`config.mk`:
```
export PLATFORM = sky130hd
export DESIGN_NAME = tiny_riscv_uart_rx
export DESIGN_NICKNAME = d
export VERILOG_FILES = /design/src/rtl/tiny_riscv_uart_rx.sv
export SDC_FILE = /design/constraint.sdc
export NUM_CORES = 1
export LEC_CHECK = 0
export CORE_MARGIN = 5
export CORE_UTILIZATION = 64
export DETAILED_ROUTE_END_ITERATION = 12
export PLACE_DENSITY = 0.83
export SLEW_MARGIN = 0
export SYNTH_ARGS = -nofsm -noshare
export SYNTH_HDL_FRONTEND = slang
export SYNTH_SLANG_ARGS = --single-unit
```
`constraint.sdc`:
```
create_clock -name i_Clk -period 4.4 [get_ports i_Clk]
set_input_delay 0.88 -clock i_Clk [delete_from_list [all_inputs] [get_ports i_Clk]]
set_output_delay 0.88 -clock i_Clk [all_outputs]
set_load 0.01 [all_outputs]
```
`src/rtl/tiny_riscv_uart_rx.sv`:
```
// tiny_riscv_uart_rx: memory-mapped UART receiver for the tiny RISC-V SoC.
// The serial line is oversampled and deserialised LSB-first. Each frame is
// sampled mid-bit from a half-bit offset taken after the start edge.
// Received bytes go into a first-word-fall-through FIFO. Sticky error flags
// are cleared by i_clear_err.
// Optional feature macro: UART_RX_PARITY_EN. When defined, frames are 8E1 and
// a PARITY state checks even parity. When undefined, frames are 8N1 and
// o_parity_err is constant 0.
module tiny_riscv_uart_rx #(
  parameter int CLKS_PER_BIT = 217,
  parameter int FIFO_DEPTH   = 4
) (
  input  logic       i_Clk,
  input  logic       i_Rst_N,
  input  logic       i_UART_RX,
  input  logic       i_pop,
  input  logic       i_clear_err,
  output logic [7:0] o_rx_data,
  output logic       o_rx_valid,
  output logic       o_rx_full,
  output logic       o_overrun,
  output logic       o_frame_err,
  output logic       o_parity_err
);

  localparam int CNT_W = $clog2(CLKS_PER_BIT);
  localparam logic [CNT_W-1:0] BIT_LAST  = CNT_W'(CLKS_PER_BIT - 1);
  localparam logic [CNT_W-1:0] HALF_LAST = CNT_W'(CLKS_PER_BIT / 2 - 1);

  localparam int PTR_W = $clog2(FIFO_DEPTH);
  localparam int FCNT_W = PTR_W + 1;
  localparam logic [FCNT_W-1:0] FIFO_FULL = FCNT_W'(FIFO_DEPTH);

  localparam logic [2:0] ST_IDLE   = 3'd0;
  localparam logic [2:0] ST_START  = 3'd1;
  localparam logic [2:0] ST_DATA   = 3'd2;
  localparam logic [2:0] ST_STOP   = 3'd3;
  localparam logic [2:0] ST_PARITY = 3'd4;

  logic              rx_meta;
  logic              rx_s;
  logic [2:0]        state;
  logic [CNT_W-1:0]  cnt;
  logic [2:0]        idx;
  logic [7:0]        shift;
  logic              brk;
  logic              bit_done;
  logic              push;
  logic              frame_set;
  logic              parity_set;
  logic              overrun_set;
  logic              do_pop;
  logic              do_push;

  logic [7:0]        mem [FIFO_DEPTH];
  logic [PTR_W-1:0]  rd_ptr;
  logic [PTR_W-1:0]  wr_ptr;
  logic [FCNT_W-1:0] count;

`ifdef UART_RX_PARITY_EN
  logic              par_bad;
`endif

  // Two-flop synchroniser; idles high so reset never looks like a start bit
  always_ff @(posedge i_Clk) begin
    if (!i_Rst_N) begin
      rx_meta <= 1'b1;
      rx_s    <= 1'b1;
    end else begin
      rx_meta <= i_UART_RX;
      rx_s    <= rx_meta;
    end
  end

  // Frame-level events decoded from the current state and the sample point
  always_comb begin
    bit_done   = (cnt == BIT_LAST);
    push       = 1'b0;
    frame_set  = 1'b0;
    parity_set = 1'b0;
    if (state == ST_STOP && !brk && bit_done) begin
      if (rx_s) begin
`ifdef UART_RX_PARITY_EN
        push = !par_bad;
`else
        push = 1'b1;
`endif
      end else begin
        frame_set = 1'b1;
      end
    end
`ifdef UART_RX_PARITY_EN
    if (state == ST_PARITY && bit_done && ((^shift) ^ rx_s)) begin
      parity_set = 1'b1;
    end
`endif
  end

  // Receive FSM: half-bit start check, eight data bits, optional parity, stop
  always_ff @(posedge i_Clk) begin
    if (!i_Rst_N) begin
      state <= ST_IDLE;
      cnt   <= '0;
      idx   <= '0;
      shift <= '0;
      brk   <= 1'b0;
`ifdef UART_RX_PARITY_EN
      par_bad <= 1'b0;
`endif
    end else begin
      case (state)
        ST_IDLE: begin
          cnt <= '0;
          brk <= 1'b0;
          if (!rx_s) begin
            state <= ST_START;
          end
        end
        ST_START: begin
          if (cnt == HALF_LAST) begin
            cnt <= '0;
            if (!rx_s) begin
              idx   <= '0;
              state <= ST_DATA;
            end else begin
              state <= ST_IDLE;
            end
          end else begin
            cnt <= cnt + 1'b1;
          end
        end
        ST_DATA: begin
          if (bit_done) begin
            cnt        <= '0;
            shift[idx] <= rx_s;
            if (idx == 3'd7) begin
`ifdef UART_RX_PARITY_EN
              state <= ST_PARITY;
`else
              state <= ST_STOP;
`endif
            end else begin
              idx <= idx + 1'b1;
            end
          end else begin
            cnt <= cnt + 1'b1;
          end
        end
`ifdef UART_RX_PARITY_EN
        ST_PARITY: begin
          if (bit_done) begin
            cnt     <= '0;
            par_bad <= parity_set;
            state   <= ST_STOP;
          end else begin
            cnt <= cnt + 1'b1;
          end
        end
`endif
        ST_STOP: begin
          if (brk) begin
            if (rx_s) begin
              state <= ST_IDLE;
            end
          end else if (bit_done) begin
            cnt <= '0;
            if (rx_s) begin
              state <= ST_IDLE;
            end else begin
              brk <= 1'b1;
            end
          end else begin
            cnt <= cnt + 1'b1;
          end
        end
        default: begin
          state <= ST_IDLE;
        end
      endcase
    end
  end

  // FIFO handshake: pops on empty are ignored, a push into a full FIFO only
  // succeeds if a pop frees the slot in the same cycle
  always_comb begin
    do_pop      = i_pop && (count != '0);
    do_push     = push && ((count != FIFO_FULL) || do_pop);
    overrun_set = push && (count == FIFO_FULL) && !do_pop;
  end

  // FIFO storage; no reset needed because the output is masked when empty
  always_ff @(posedge i_Clk) begin
    if (do_push) begin
      mem[wr_ptr] <= shift;
    end
  end

  // FIFO pointers and occupancy
  always_ff @(posedge i_Clk) begin
    if (!i_Rst_N) begin
      rd_ptr <= '0;
      wr_ptr <= '0;
      count  <= '0;
    end else begin
      if (do_push) begin
        wr_ptr <= wr_ptr + 1'b1;
      end
      if (do_pop) begin
        rd_ptr <= rd_ptr + 1'b1;
      end
      if (do_push && !do_pop) begin
        count <= count + 1'b1;
      end else if (do_pop && !do_push) begin
        count <= count - 1'b1;
      end
    end
  end

  // Sticky error flags; a new event wins over a simultaneous clear
  always_ff @(posedge i_Clk) begin
    if (!i_Rst_N) begin
      o_overrun    <= 1'b0;
      o_frame_err  <= 1'b0;
      o_parity_err <= 1'b0;
    end else begin
      if (overrun_set) begin
        o_overrun <= 1'b1;
      end else if (i_clear_err) begin
        o_overrun <= 1'b0;
      end
      if (frame_set) begin
        o_frame_err <= 1'b1;
      end else if (i_clear_err) begin
        o_frame_err <= 1'b0;
      end
      if (parity_set) begin
        o_parity_err <= 1'b1;
      end else if (i_clear_err) begin
        o_parity_err <= 1'b0;
      end
    end
  end

  assign o_rx_valid = (count != '0);
  assign o_rx_full  = (count == FIFO_FULL);
  assign o_rx_data  = o_rx_valid ? mem[rd_ptr] : 8'h00;

endmodule

```
==> reports/qor.csv <==
metric;value;unit
status;completed;
antenna_left;0;
syn-num-nets;296;
synth-edff-count;32;
max_slew_margin;63.38;%
drtIter0Drc;49;
ys_ff_latch;67;
fp.coreArea;0.005010;mm2
period_needed;3081;ps
die_w;81.24;um
max_stage_delay;660;ps
synthArstFlopShare;0;%
first_pass_iters;4;
finalNetCount;310;
cts_tree;built;
syn_area_per_cell;11.81;um2
final_common_cell;dfxtp_1;
rows;26;
setup_viol_count_final;0;
ys_types;55;
tns;0;ps
dr_total_vias;2070;
holdBufCountCts;0;
hpwlAfterDp;3972;um
cts_buffer_depth;2;
pwr-share-comb;8.7;%
synth_top_area_cell;edfxtp_1;
area_delta_synth_final;10.94;%
drive_above_1_share;11.56;%
worstPathMaxFanout;8;
p_per_area;332.1;mW/mm2
wl_per_cell;15.12;um
rsz0062_at_grt;no;
hp-start;rx_meta$_SDFF_PN1_;
fin_area;0.003603;mm2
clkPwrFrac;36.0;%
seq_power_share;55.3;%
finalMaxSlewViolations;0;
track_usage;19.20;%
via_per_inst;5.687;
place_congestion;0.8229;
crit_path_top_delay_cell;dfxtp_1;
critical_path.cell_chain;mux4_2 > and2_1 > clkdlybuf4s50_1;
switching_power;293.2;uW
ys_seq_area_share;51.16;%
hold_viol;0;
skew;10.33;ps
p_int;903.7;uW
startpoint_type;flop;
routed_wl;5505;um
num_antenna_cells;0;
p_leak;0.001264;uW
grt_pass1_vias;1981;
cts_inserted_buffers;9;
swShare;24.49;%
start_util;64.84;%
drc;0;
arrival;2200;ps
period_share;70.03;%
ff2ff_setup_slack;1380;ps
syn_inst;275;
min_path_type;reg -> reg;
clock_sinks;67;
worst_pin_slew;548.3;ps
cp.required;3520;ps
h-tree-depth;3;
ys.flop_type;dfxtp_1;
grt_pass1_wl;9356;um
drv_cap;0;
die_area;0.006600;mm2
grt_max_degree;32;
path_clk_slew;70;ps
post_cts_resized;0;
syn_area;0.003248;mm2
synth_top_area_share;29.58;%
die_y;81.24;um
ir_worst_vdd;0.1972;mV
yosys_warnings;0;
r2r-start;cnt[0]$_SDFFE_PN0P_;
max_freq;0.3245;GHz
post_cts_buffers;0;
antenna_found_initial;0;
insertion_delay;340;ps
critPathKind;reg -> out;
ios;18;
dpl_cell_area;0.003435;mm2
overflow;0;
final_cell_mix;dfxtp_1, nand2_1, edfxtp_1;
synthTopCellsByArea;edfxtp_1, dfxtp_1, ha_1;
portBuffers;16;
end_kind;output pin;
ctsRootBufferMaster;clkbuf_8;
## final timing paths
kind	endpoint	depth (start not counted)
worst max register to register	count[2]$_SDFFE_PN0P_	11
worst min register to register	rx_s$_SDFF_PN1_	1
worst max-delay path	o_rx_data[4]	3
worst min-delay path	rx_s$_SDFF_PN1_	1
## Yosys cell counts, types with 3 or more instances
cell	n
a21oi_1	4
and2_1	15
and4b_1	3
buf_1	3
clkbuf_1	7
dfxtp_1	35
edfxtp_1	32
ha_1	15
inv_1	13
mux2i_1	13
mux4_2	8
nand2_1	33
nand2b_1	5
nand3_1	7
nand3b_1	3
nor2_1	13
nor3_1	3
nor3b_1	3
o211ai_1	10
or3_1	4
xor2_1	4
## flip-flops by register name, indices dropped and copies added (netlist names), 2 cells and up, named ones only
| name | count |
|---|---|
| cnt | 8 |
| count | 3 |
| idx | 3 |
| mem | 32 |
| rd_ptr | 2 |
| shift | 8 |
| state | 2 |
| wr_ptr | 2 |
## worst max-delay path: cells and delay by family (launching register included)
family                 cells  cell delay [ps]
muxes                      1              570
DFF                        1              660
and+or+nand+nor            1              170
buffers and inverters      1              470
## routing by layer
layer	track usage (%)	wire length, um	vias to the layer above	share of wire (%)
li1	-	-	1035	-
met1	22.57	2404	991	44
met2	32.18	2800	36	51
met3	4.767	202	8	3.7
met4	10.47	98	0	1.8
met5	0	0	-	0
## logic make-up (layout without fill, tap and decap cells)
family,count (synthesis),after routing,synth area share (%)
fa+ha+maj,16,16,6.394
mux,22,22,9.900
xor+xnor,4,4,1.078
buf+inv,27,46,3.621
flops,67,67,51.16
compound gates,36,36,10.02
simple gates,102,102,17.72
other cells,1,1,0.1155
## per-stage QoR
step                      hold WS (ps)  instances  total power, uW  worst slack, ps  util, %
after floorplan                  386.3        275            750.8             1773        -
after global placement           387.9        348            776.0             1155    68.56
after detailed placement         391.8        348            780.3             1074    68.56
after CTS                        408.8        364             1211             1257    71.93
after global routing             417.5        364             1251             1163    71.93
final                            410.5        364             1197             1319    71.93
## layout make-up
type / count / area [um2]
flip-flops and latches: 67 / 1662
multi-input cells: 181 / 1469
fillers: 359 / 1406
repair buffers: 17 / 167.7
clock buffers: 10 / 127.6
well taps: 70 / 87.58
inverters: 13 / 48.80
clock inverters: 6 / 41.29
## power groups by stage
stage / registers (uW) / logic, uW / clock network [uW]
2_1_floorplan: 672 / 78.5 / 0
3_3_place_gp: 675 / 101 / 0
3_5_place_dp: 675 / 105 / 0
4_1_cts: 661 / 105 / 444
5_1_grt: 663 / 113 / 475
6_report: 661 / 105 / 431
No activity file was read; power rests on OpenSTA's default activity.
